**src/rtl/bank_fifo_pkg.sv**
```systemverilog
// Shared defaults, FSM encoding and index-width helper for the bank FIFO reader.
package bank_fifo_pkg;

  localparam int W_DEF          = 16;
  localparam int BANK_WORDS_DEF = 128;

  localparam logic [1:0] ST_IDLE = 2'd0;
  localparam logic [1:0] ST_RUN  = 2'd1;
  localparam logic [1:0] ST_ERR  = 2'd2;

  function automatic int idx_w(input int words);
    return (words < 2) ? 1 : $clog2(words);
  endfunction

  localparam int IDX_W_DEF = idx_w(BANK_WORDS_DEF);

endpackage

```
**src/rtl/bank_fifo_seq_check.sv**
```systemverilog
// Incrementing-sequence checker: the first loaded word becomes the reference, each later word must be previous+1.
// Combinational mismatch/expected against the current data; state updates on load.
module bank_fifo_seq_check
  import bank_fifo_pkg::*;
#(
  parameter int W = W_DEF
) (
  input  logic         clk,
  input  logic         rst,
  input  logic         load,
  input  logic [W-1:0] data,
  output logic         mismatch,
  output logic [W-1:0] expected
);

  logic [W-1:0] prev;
  logic         first;

  assign expected = prev + W'(1);
  assign mismatch = !first && (data != expected);

  always_ff @(posedge clk) begin
    if (rst) begin
      prev  <= '0;
      first <= 1'b1;
    end else if (load) begin
      prev  <= data;
      first <= 1'b0;
    end
  end

endmodule

```
**src/rtl/bank_fifo_drain.sv**
```systemverilog
// Bank FIFO reader: trigger/done reads forwarded to a one-word valid/ready slot, per-bank word counting.
// Sequence checking is present only when BANK_FIFO_DRAIN_SEQ_CHECK_EN is defined; otherwise err* are tied to 0.
module bank_fifo_drain
  import bank_fifo_pkg::*;
#(
  parameter int W          = W_DEF,
  parameter int BANK_WORDS = BANK_WORDS_DEF,
  parameter int BANK_CNT_W = 16
) (
  input  logic                  clk,
  input  logic                  rst,
  input  logic                  en,
  output logic                  r_trigger,
  input  logic [W-1:0]          r_data,
  input  logic                  r_done,
  output logic [W-1:0]          out_data,
  output logic                  out_valid,
  input  logic                  out_ready,
  output logic                  bank_done,
  output logic [BANK_CNT_W-1:0] bank_cnt,
  output logic                  err,
  output logic [W-1:0]          err_expected,
  output logic [W-1:0]          err_got
);

  localparam int            IW       = idx_w(BANK_WORDS);
  localparam logic [IW-1:0] LAST_IDX = IW'(BANK_WORDS - 1);

  logic [1:0]    state;
  logic [1:0]    state_nxt;
  logic [IW-1:0] idx;
  logic          xfer;
  logic          mismatch;
  logic          slot_free_nxt;
  logic          last_word;

  assign xfer      = r_trigger && r_done;
  assign last_word = (idx == LAST_IDX);

  // The trigger is registered, so a read may only be requested when the slot
  // is guaranteed empty on the cycle the request is live: nothing arriving now
  // and the current word (if any) leaving now.
  assign slot_free_nxt = !xfer && (!out_valid || out_ready);

  always_comb begin
    state_nxt = state;
    case (state)
      ST_IDLE: if (en) state_nxt = ST_RUN;
      ST_RUN: begin
        if (xfer && mismatch) state_nxt = ST_ERR;
        else if (!en)         state_nxt = ST_IDLE;
      end
      ST_ERR:  state_nxt = ST_ERR;
      default: state_nxt = ST_IDLE;
    endcase
  end

  always_ff @(posedge clk) begin
    if (rst) begin
      state     <= ST_IDLE;
      r_trigger <= 1'b0;
      out_data  <= '0;
      out_valid <= 1'b0;
      bank_done <= 1'b0;
      bank_cnt  <= '0;
      idx       <= '0;
    end else begin
      state     <= state_nxt;
      r_trigger <= (state_nxt == ST_RUN) && en && slot_free_nxt;
      out_valid <= xfer || (out_valid && !out_ready);
      bank_done <= xfer && last_word;
      if (xfer) begin
        out_data <= r_data;
        idx      <= last_word ? '0 : idx + 1'b1;
        if (last_word) bank_cnt <= bank_cnt + 1'b1;
      end
    end
  end

`ifdef BANK_FIFO_DRAIN_SEQ_CHECK_EN
  logic [W-1:0] expected;

  bank_fifo_seq_check #(.W(W)) u_seq_check (
    .clk      (clk),
    .rst      (rst),
    .load     (xfer),
    .data     (r_data),
    .mismatch (mismatch),
    .expected (expected)
  );

  // Only the first mismatch is recorded; later ones cannot occur because
  // the trigger is dropped once the FSM reaches ERR.
  always_ff @(posedge clk) begin
    if (rst) begin
      err          <= 1'b0;
      err_expected <= '0;
      err_got      <= '0;
    end else if (xfer && mismatch && !err) begin
      err          <= 1'b1;
      err_expected <= expected;
      err_got      <= r_data;
    end
  end
`else
  assign mismatch     = 1'b0;
  assign err          = 1'b0;
  assign err_expected = '0;
  assign err_got      = '0;
`endif

endmodule

```
**config.mk**
```make
export PLATFORM = sky130hd
export DESIGN_NAME = bank_fifo_drain
export DESIGN_NICKNAME = d
export VERILOG_FILES = /design/src/rtl/bank_fifo_pkg.sv /design/src/rtl/bank_fifo_seq_check.sv /design/src/rtl/bank_fifo_drain.sv
export SDC_FILE = /design/constraint.sdc
export NUM_CORES = 1
export LEC_CHECK = 0
export CAP_MARGIN = 40
export CORE_UTILIZATION = 25
export DETAILED_ROUTE_END_ITERATION = 8
export GPL_ROUTABILITY_DRIVEN = 0
export PLACE_DENSITY = 0.63
export SLEW_MARGIN = 15
export SYNTH_ARGS = -nofsm -noshare
export SYNTH_HDL_FRONTEND = slang
export SYNTH_SLANG_ARGS = --single-unit
```
**constraint.sdc**
```tcl
create_clock -name clk -period 5.6 [get_ports clk]
set_input_delay 1.12 -clock clk [delete_from_list [all_inputs] [get_ports clk]]
set_output_delay 1.12 -clock clk [all_outputs]
set_load 0.01 [all_outputs]
```
==> results of run 1 <==
## kinds of logic after synthesis
kind of cell / Yosys count / share of synthesized area
compound gates: 36 / 0.0926
xor+xnor: 13 / 0.0562
fa+ha+maj: 2 / 0.0124
buf+inv: 45 / 0.154
flops: 44 / 0.435
other cells: 1 / 0.00185
simple gates: 98 / 0.248
## layer usage
metal | vias up | GRT usage
met3 | 5 | 0.0398
met2 | 66 | 0.163
li1 | 853 | -
met4 | 0 | 0.0234
met1 | 781 | 0.138
met5 | - | 0
## worst paths after layout
kind,start,endpoint,slack [ns],depth (start not counted)
setup / recovery,r_done,bank_cnt[15]$_SDFFE_PP0P_,2.76,5
hold / removal,state[0]$_SDFF_PP0_,state[1]$_SDFF_PP0_,0.39,1
setup reg to reg,idx[0]$_SDFFE_PP0P_,bank_cnt[15]$_SDFFE_PP0P_,3.50,5
hold reg to reg,state[0]$_SDFF_PP0_,state[1]$_SDFF_PP0_,0.39,1
## area by class of cell
type / count / area (um2) / area share
sequential: 44 / 881 / 0.336
timing repair buffer: 56 / 558 / 0.213
inverter: 3 / 11.3 / 0.00429
clock buffer: 6 / 82.6 / 0.0315
clock inverter: 2 / 10.0 / 0.00381
tap: 102 / 128 / 0.0486
multi-input combinational: 182 / 953 / 0.363
## sequential cells by signal, indices dropped and copies added (netlist names)
signal	flops
r_trigger	1
idx	7
bank_done	1
bank_cnt	16
out_valid	1
state	2
out_data	16
## report_power, final
group | switching (uW) | total (uW) | internal, uW
sequential | 3.25 | 321 | 318
combinational | 27.5 | 51.1 | 23.6
clock | 107 | 205 | 98.6
## stage by stage
step / util / setup slack [ns] / hold WS, ns
3_3_place_gp: 0.326 / 2.52 / 0.376
2_1_floorplan: - / 3.13 / 0.373
6_report: 0.338 / 2.76 / 0.389
5_1_grt: 0.338 / 2.70 / 0.400
4_1_cts: 0.338 / 2.77 / 0.393
3_5_place_dp: 0.326 / 2.46 / 0.384
## cell usage in the layout (no fill, tap or decap)
cell             netlist  layout
or4_1                  3       3
o21ai_0                7       7
dfxtp_1               44      44
nor4_1                 3       3
nor2b_1                1       1
or3_2                  1       1
nand4_4                1       1
conb_1                 1      33
clkdlybuf4s50_1        0      55
ha_1                   2       2
and3_1                 1       1
nor3b_1                2       2
nor3_1                 6       6
xor2_1                 3       3
clkbuf_8               1       6
xnor2_1               10      10
nand4_1                5       5
inv_1                  3       3
nor4b_1                1       1
buf_4                 33       1
clkinv_2               0       2
nand4_2                1       1
and3_2                 1       1
nand2_1               44      44
o31ai_1                3       3
and4_2                 2       2
nor2_1                12      12
and2_1                 1       1
a21oi_1               26      26
or3_1                  5       5
nand3_1                6       6
and4_1                 2       2
==> impl_results.md, run 1 <==
* Wire length on met3 at 353 um
* Critical path, cell by cell: clkdlybuf4s50_1 -> nand4_2 -> or3_1 -> or4_1 -> a21oi_1
* Synthesized cell area at 0.00203 mm2
* Wire length on met1 at 2000 um
* Critical Path AT at 3.06 ns
* Slowest CP cell: clkdlybuf4s50_1
* Post-Route WL at 4180 um
* Worst Clk Skew at 0.00532 ns
* Clock sink count at 44
* CP delay by family, top: simple AND/OR/NAND/NOR gates
* Row cnt at 32
* Number of placed cells counting well taps at 387
* Setup-failing EPs final at 0
* Tmin final at 2.84 ns
* Layout cells sized above 1 at 0.0512
* Largest vdd supply drop at 0.000116 V
* PostCTS Resize Cnt at 0
* Total power at 578 uW
* Final period util at 0.507
* Peak Freq at 0.352 GHz
* Area contributors post-synth: dfxtp_1, buf_4, nand2_1
* CP bufs+invs at 1
* Fin cells at 395
* CTS root buf: clkbuf_8
* Worst-margin pin slew at 0.767 ns
* Post-synth EDFFs at 0
* Grt total ovfl at 0
* Post-synth ARST share at 0
* Synth top area share at 0.435
* Area after DPL at 0.00253 mm2
* Wire per inst at 10.6 um
* Hpwl dp at 2930 um
* Remaining routing DRC violations at 0
* Max Slew Vio Count at 0
* Maxcap violations at 0
* Yosys cell types at 33
* Largest net degree at the start of global routing at 45
* CTS Buffer Depth at 2
* Hold Path Class: register to register
* Die X at 92.0 um
* RSZ-0062 raised after global routing: no
* CTS tree: done
* Port Buf Inserts at 55
* Worst-path clk slew at 0.08 ns
* Die Height at 92.0 um
* Avg Inst Size Synth at 8.48 um2
* Critical Path Start Type: input pin
* First DRT Iteration DRCs at 54
* CP required at 5.82 ns
* Final Hold Fails at 0
* Crit-path max cell delay at 0.54 ns
* Worst Setup End Kind: register
* Met2 routed WL at 1810 um
* DR pass1 iterations at 4
* Ys flop type: dfxtp_1
* Status: complete, no violations
* Die Area at 0.00847 mm2
* Mapped Cells at 239
* Most instantiated cells after synthesis: dfxtp_1, nand2_1, buf_4
* First-pass GRT wire length at 7200 um
* WS Path Type: input pin to register
* Area delta synth->final at 29.5%
* Post-route setup TNS at 0 ns
* Seq cells post-synth at 44
* Initial core utilization at 0.261
* Core area at 0.00777 mm2
* Antenna diodes at 0
* Slew headroom at 0.489
* Max layer used: met4
* CTS buffer count at 5
* Postcts setup bufs at 0
* Synth warnings at 0
* Final instance area at 0.00262 mm2
* Via count at 1705
* Routed vias/inst at 4.32
* # hold bufs at CTS at 0
* Leading area contributor after synthesis: dfxtp_1
* Total GRT Usage at 0.105
* Routed Antenna Nets at 0
* H-tree depth at 2
* Via count of the first global-routing pass at 1543
* Leakage power at 0.000911 uW
* Initial antenna violation count at 0
* Register area share after synthesis at 0.435
* Clk Latency, worst-skew pair at 0.29 ns
* Layout Nets at 315
* Fillers at 826
* Power Density at 220 mW/mm2
* I/O Pins at 89
* Critical path fanouts, max at 8
Note: power is estimated with default switching activity, not from simulation.
==> run 2, diff against run 1 <==
==> constraint.sdc (replaced) <==
create_clock -name clk -period 2.7 [get_ports clk]
set_input_delay 0.54 -clock clk [delete_from_list [all_inputs] [get_ports clk]]
set_output_delay 0.54 -clock clk [all_outputs]
set_load 0.01 [all_outputs]
==> impl_results.md, run 2 (synthesis results as in run 1) <==
* Combinational fraction of design power at 0.082 (-0.006)
* I/O Pins at 89 (unchanged)
* Fin cells at 399 (+1.0%)
* Setup-failing EPs final at 0 (unchanged)
* Status: complete, no violations
* Remaining routing DRC violations at 0 (unchanged)
* Commonest non-fill, non-tap cell in the layout: clkdlybuf4s50_1
* CP required at 2.93 ns (-2.89 ns)
* Final Hold Fails at 0 (unchanged)
* Layout Nets at 319 (+1.3%)
* Leakage power at 0.000943 uW (+3.5%)
* Initial antenna violation count at 0 (unchanged)
* Area delta synth->final at 32.7%
* CTS Buffer Depth at 2 (unchanged)
* Max Slew Vio Count at 0 (unchanged)
* Total power at 1320 uW (+130%)
* Worst Clk Skew at 0.00600 ns (+0.000673 ns)
* DR pass1 iterations at 4 (unchanged)
* CTS buffer count at 5 (unchanged)
* Die X at 92.0 um (unchanged)
* First-pass GRT wire length at 7030 um (-2.4%)
* CTS tree: done
* Multi-input logic area at 953 um2 (unchanged)
* First DRT Iteration DRCs at 63 (+17%)
* CTS root buf: clkbuf_8
* Postcts setup bufs at 0 (unchanged)
* Via count of the first global-routing pass at 1512 (-2.0%)
* Commonest cells after routing, fill and taps aside: clkdlybuf4s50_1, nand2_1, dfxtp_1
* Reg area at 881 um2 (unchanged)
* Row cnt at 32 (unchanged)
* Largest registers: bank_cnt: 16 flops, out_data: 16 flops, idx: 7 flops
* Fin util at 0.346 (+0.00822)
* Final period util at 0.790
* Worst Setup End Kind: register
* Internal power at 1040 uW (+140%)
* Share of power burned in registers at 0.505 (-0.051)
* Post-route setup TNS at 0 ns (unchanged)
* # hold bufs at CTS at 0 (unchanged)
* Core area at 0.00777 mm2 (unchanged)
* Maxcap violations at 0 (unchanged)
* Net Sw Frac at 0.213 (-0.0246)
* Post-Route WL at 4180 um (about the same)
* Hpwl dp at 3080 um (+5.0%)
* Port Buf Inserts at 55 (unchanged)
* Switching power at 281 uW (+100%)
* Via count at 1717 (+0.70%)
* Tmin final at 2.13 ns
* Largest net degree at the start of global routing at 25 (-44%)
* Hold Path Class: register to register
* Total GRT Usage at 0.104 (-0.00158)
* Initial core utilization at 0.261 (unchanged)
* Critical Path AT at 2.36 ns (-0.70 ns)
* Routed Antenna Nets at 0 (unchanged)
* RSZ-0062 raised after global routing: no
* Die Area at 0.00847 mm2 (unchanged)
* Fillers at 808 (-2.2%)
* Layout cells sized above 1 at 0.0640 (+0.0128)
* Clock power share at 0.413 (+0.058)
* PostCTS Resize Cnt at 0 (unchanged)
* Clk Latency, worst-skew pair at 0.29 ns (about the same)
* Largest vdd supply drop at 0.000318 V (+180%)
* Critical Path Start Type: input pin
* Number of placed cells counting well taps at 391 (+1.0%)
* WS Path Type: input pin to register
* Routed vias/inst at 4.30 (-0.31%)
* Critical path fanouts, max at 8 (unchanged)
* Die Height at 92.0 um (unchanged)
* Peak Freq at 0.469 GHz
* Antenna diodes at 0 (unchanged)
* Grt total ovfl at 0 (unchanged)
* Clock sink count at 44 (unchanged)
* Worst-path clk slew at 0.08 ns (about the same)
* Power Density at 491 mW/mm2 (+120%)
* H-tree depth at 2 (unchanged)
* Wire per inst at 10.5 um (-1.1%)
run 2: changes by cell type in the layout (fill, tap and decap cells not counted):
cell,delta
bufinv_16,+1
clkinv_2,-2
buf_4,+4
clkbuf_8,+1
run 2: per-stage QoR:
stage | worst slack [ns] | area (um2) | hold WS [ns]
final | 0.566 | 2690 | 0.389
after global routing | 0.495 | 2690 | 0.413
after CTS | 0.591 | 2690 | 0.390
after detailed placement | 0.276 | 2560 | 0.379
after global placement | 0.328 | 2560 | 0.376
after floorplan | 0.753 | 2150 | 0.373
run 2: final cells by class:
cell class | count | area share
repair buffers | 60 | 0.219
clock buffers | 7 | 0.0358
clock inverters | 1 | 0.0112
flip-flops and latches | 44 | 0.328
multi-input cells | 182 | 0.355
inverters | 3 | 0.00419
well taps | 102 | 0.0475
run 2: worst max-delay path, cell delays in order:
cell and delay, ns:
clkdlybuf4s50_1 0.56, nand4_2 0.12, or3_1 0.46, or4_1 0.52, a21oi_1 0.15
run 2: worst paths after layout:
path	cells after the start	slack, ns	to	from
worst min register to register	1	0.39	state[1]$_SDFF_PP0_	state[0]$_SDFF_PP0_
worst max register to register	5	0.61	bank_cnt[15]$_SDFFE_PP0P_	idx[0]$_SDFFE_PP0P_
worst max-delay path	5	0.57	bank_cnt[15]$_SDFFE_PP0P_	r_done
worst min-delay path	1	0.39	state[1]$_SDFF_PP0_	state[0]$_SDFF_PP0_
run 2: per-layer routing:
layer	GRT usage	vias up	routed length, um
met1	0.130	776	1910
met4	0.0313	0	38
met3	0.0439	5	412
li1	-	862	-
met2	0.160	74	1820
met5	0	-	0
run 2: power by group through the flow:
stage	Clock [uW]	Combinational, uW	Sequential (uW)
5_1_grt	597	120	668
4_1_cts	567	109	666
3_5_place_dp	0	109	682
6_report	544	108	666
3_3_place_gp	0	109	681
2_1_floorplan	0	85.3	685
==> run 3, diff against run 2 <==
==> constraint.sdc (replaced) <==
create_clock -name clk -period 2 [get_ports clk]
set_input_delay 0.4 -clock clk [delete_from_list [all_inputs] [get_ports clk]]
set_output_delay 0.4 -clock clk [all_outputs]
set_load 0.01 [all_outputs]
==> impl_results.md, run 3 (synthesis results as in run 1) <==
* Remaining routing DRC violations at 0 (unchanged)
* Die Area at 0.00847 mm2 (unchanged)
* Routed Antenna Nets at 0 (unchanged)
* Status: complete, no violations
* Largest registers: bank_cnt: 16 flops, out_data: 16 flops, idx: 7 flops
* Worst Setup End Kind: register
* Critical path fanouts, max at 6 (-2)
* Number of placed cells counting well taps at 404 (+3.3%)
* DR pass1 iterations at 4 (unchanged)
* Via count of the first global-routing pass at 1559 (+3.1%)
* Post-route setup TNS at 0 ns (unchanged)
* Routed vias/inst at 4.25 (-1.1%)
* CTS buffer count at 5 (unchanged)
* Via count at 1753 (+2.1%)
* First DRT Iteration DRCs at 55 (-13%)
* H-tree depth at 2 (unchanged)
* Row cnt at 32 (unchanged)
* Critical Path Start Type: register
* # hold bufs at CTS at 0 (unchanged)
* Layout cells sized above 1 at 0.110 (+0.0457)
* Initial core utilization at 0.261 (unchanged)
* First-pass GRT wire length at 7190 um (+2.2%)
* Leakage power at 0.00100 uW (+6.1%)
* Largest net degree at the start of global routing at 25 (unchanged)
* Total GRT Usage at 0.104 (+0.000858)
* Peak Freq at 0.523 GHz
* Core area at 0.00777 mm2 (unchanged)
* Post-Route WL at 4310 um (+3.1%)
* CTS Buffer Depth at 2 (unchanged)
* Hpwl dp at 3210 um (+4.4%)
* Worst-path clk slew at 0.08 ns (about the same)
* Final period util at 0.955
* Layout Nets at 332 (+4.1%)
* Commonest non-fill, non-tap cell in the layout: clkdlybuf4s50_1
* Clock sink count at 44 (unchanged)
* Wire per inst at 10.5 um (-0.12%)
* Port Buf Inserts at 55 (unchanged)
* CP required at 2.22 ns (-0.71 ns)
* Die X at 92.0 um (unchanged)
* Hold Path Class: register to register
* Pre-CTS setup slack at -0.214 ns (-0.491 ns)
* Maxcap violations at 0 (unchanged)
* Worst Clk Skew at 0.00812 ns (+0.00213 ns)
* WS Path Type: register to register
* CTS tree: done
* Tmin final at 1.91 ns
* Crit-path max cell delay at 0.51 ns (-0.05 ns)
* Antenna diodes at 0 (unchanged)
* Grt total ovfl at 0 (unchanged)
* Fin cells at 412 (+3.3%)
* Setup ws final at 0.0893 ns (-0.477 ns)
* Final Hold Fails at 0 (unchanged)
* Die Height at 92.0 um (unchanged)
* Power Density at 620 mW/mm2 (+26%)
* Critical Path AT at 2.13 ns (-0.23 ns)
* Fillers at 812 (+0.50%)
* Commonest cells after routing, fill and taps aside: clkdlybuf4s50_1, nand2_1, dfxtp_1
* Initial antenna violation count at 0 (unchanged)
* Largest vdd supply drop at 0.000433 V (+36%)
* Clk Latency, worst-skew pair at 0.29 ns (about the same)
* Critical path, cell by cell: ha_2 -> nand4_4 -> or3_4 -> or4_1 -> a21oi_1
* Area delta synth->final at 37.7%
* Slowest CP cell: or4_1
* Max Slew Vio Count at 0 (unchanged)
* Setup-failing EPs final at 0 (unchanged)
* CTS root buf: clkbuf_8
* RSZ-0062 raised after global routing: no
* I/O Pins at 89 (unchanged)
-- run 3: cell count changes in the layout (fill, tap and decap cells not counted) --
cell / change
ha_1: -1
buf_12: +1
ha_2: +1
clkbuf_8: -2
or3_1: -1
buf_4: +12
clkinvlp_4: +1
or3_4: +1
clkinv_2: +1
-- run 3: worst max-delay path, delay by kind of cell, from the launching register on --
family | cells | cell delay, ns
AND/OR/NAND/NOR | 3 | 1.05
flip-flops | 1 | 0.40
adder cells (fa/ha/maj) | 1 | 0.25
AO/OA/AOI/OAI | 1 | 0.14
-- run 3: where the power goes --
group          internal [uW]  switching, uW  leakage, uW
logic                   76.5           80.0     0.000590
registers                890           10.1     0.000356
clock network            370            303    0.0000541
total                   1340            393      0.00100
-- run 3: final cells by class --
type                    count  area (um2)  area share
multi-input cells         182         961       0.344
flip-flops and latches     44         881       0.316
repair buffers             73         698       0.250
well taps                 102         128      0.0457
clock buffers               5        68.8      0.0247
clock inverters             3        42.5      0.0152
inverters                   3        11.3     0.00404
-- run 3: worst paths after layout --
check	start	end	slack, ns	cells past startpoint
worst max-delay path	idx[0]$_SDFFE_PP0P_	bank_cnt[15]$_SDFFE_PP0P_	0.09	5
worst min-delay path	state[0]$_SDFF_PP0_	state[1]$_SDFF_PP0_	0.39	1
worst max register to register	idx[0]$_SDFFE_PP0P_	bank_cnt[15]$_SDFFE_PP0P_	0.09	5
worst min register to register	state[0]$_SDFF_PP0_	state[1]$_SDFF_PP0_	0.39	1
-- run 3: per-layer routing --
layer  track usage  routed length (um)
met5             0                   0
met4        0.0156                   0
met3        0.0373                 317
met2         0.162                1840
met1         0.142                2150
-- run 3: through the flow --
| stage | hold WS, ns | instance area, um2 | total power (uW) | util |
|---|---|---|---|---|
| 2_1_floorplan | 0.373 | 2150 | 1040 | - |
| 3_3_place_gp | 0.378 | 2670 | 1070 | 0.344 |
| 3_5_place_dp | 0.383 | 2670 | 1080 | 0.344 |
| 4_1_cts | 0.392 | 2780 | 1750 | 0.358 |
| 5_1_grt | 0.407 | 2790 | 1810 | 0.359 |
| 6_report | 0.390 | 2790 | 1730 | 0.359 |
-- run 3: what timing repair did --
item                       4_1_cts  5_1_grt
gates resized for setup          0        2
buffers inserted                 0        0
hold endpoints to repair         0        0
setup endpoints to repair        0        3
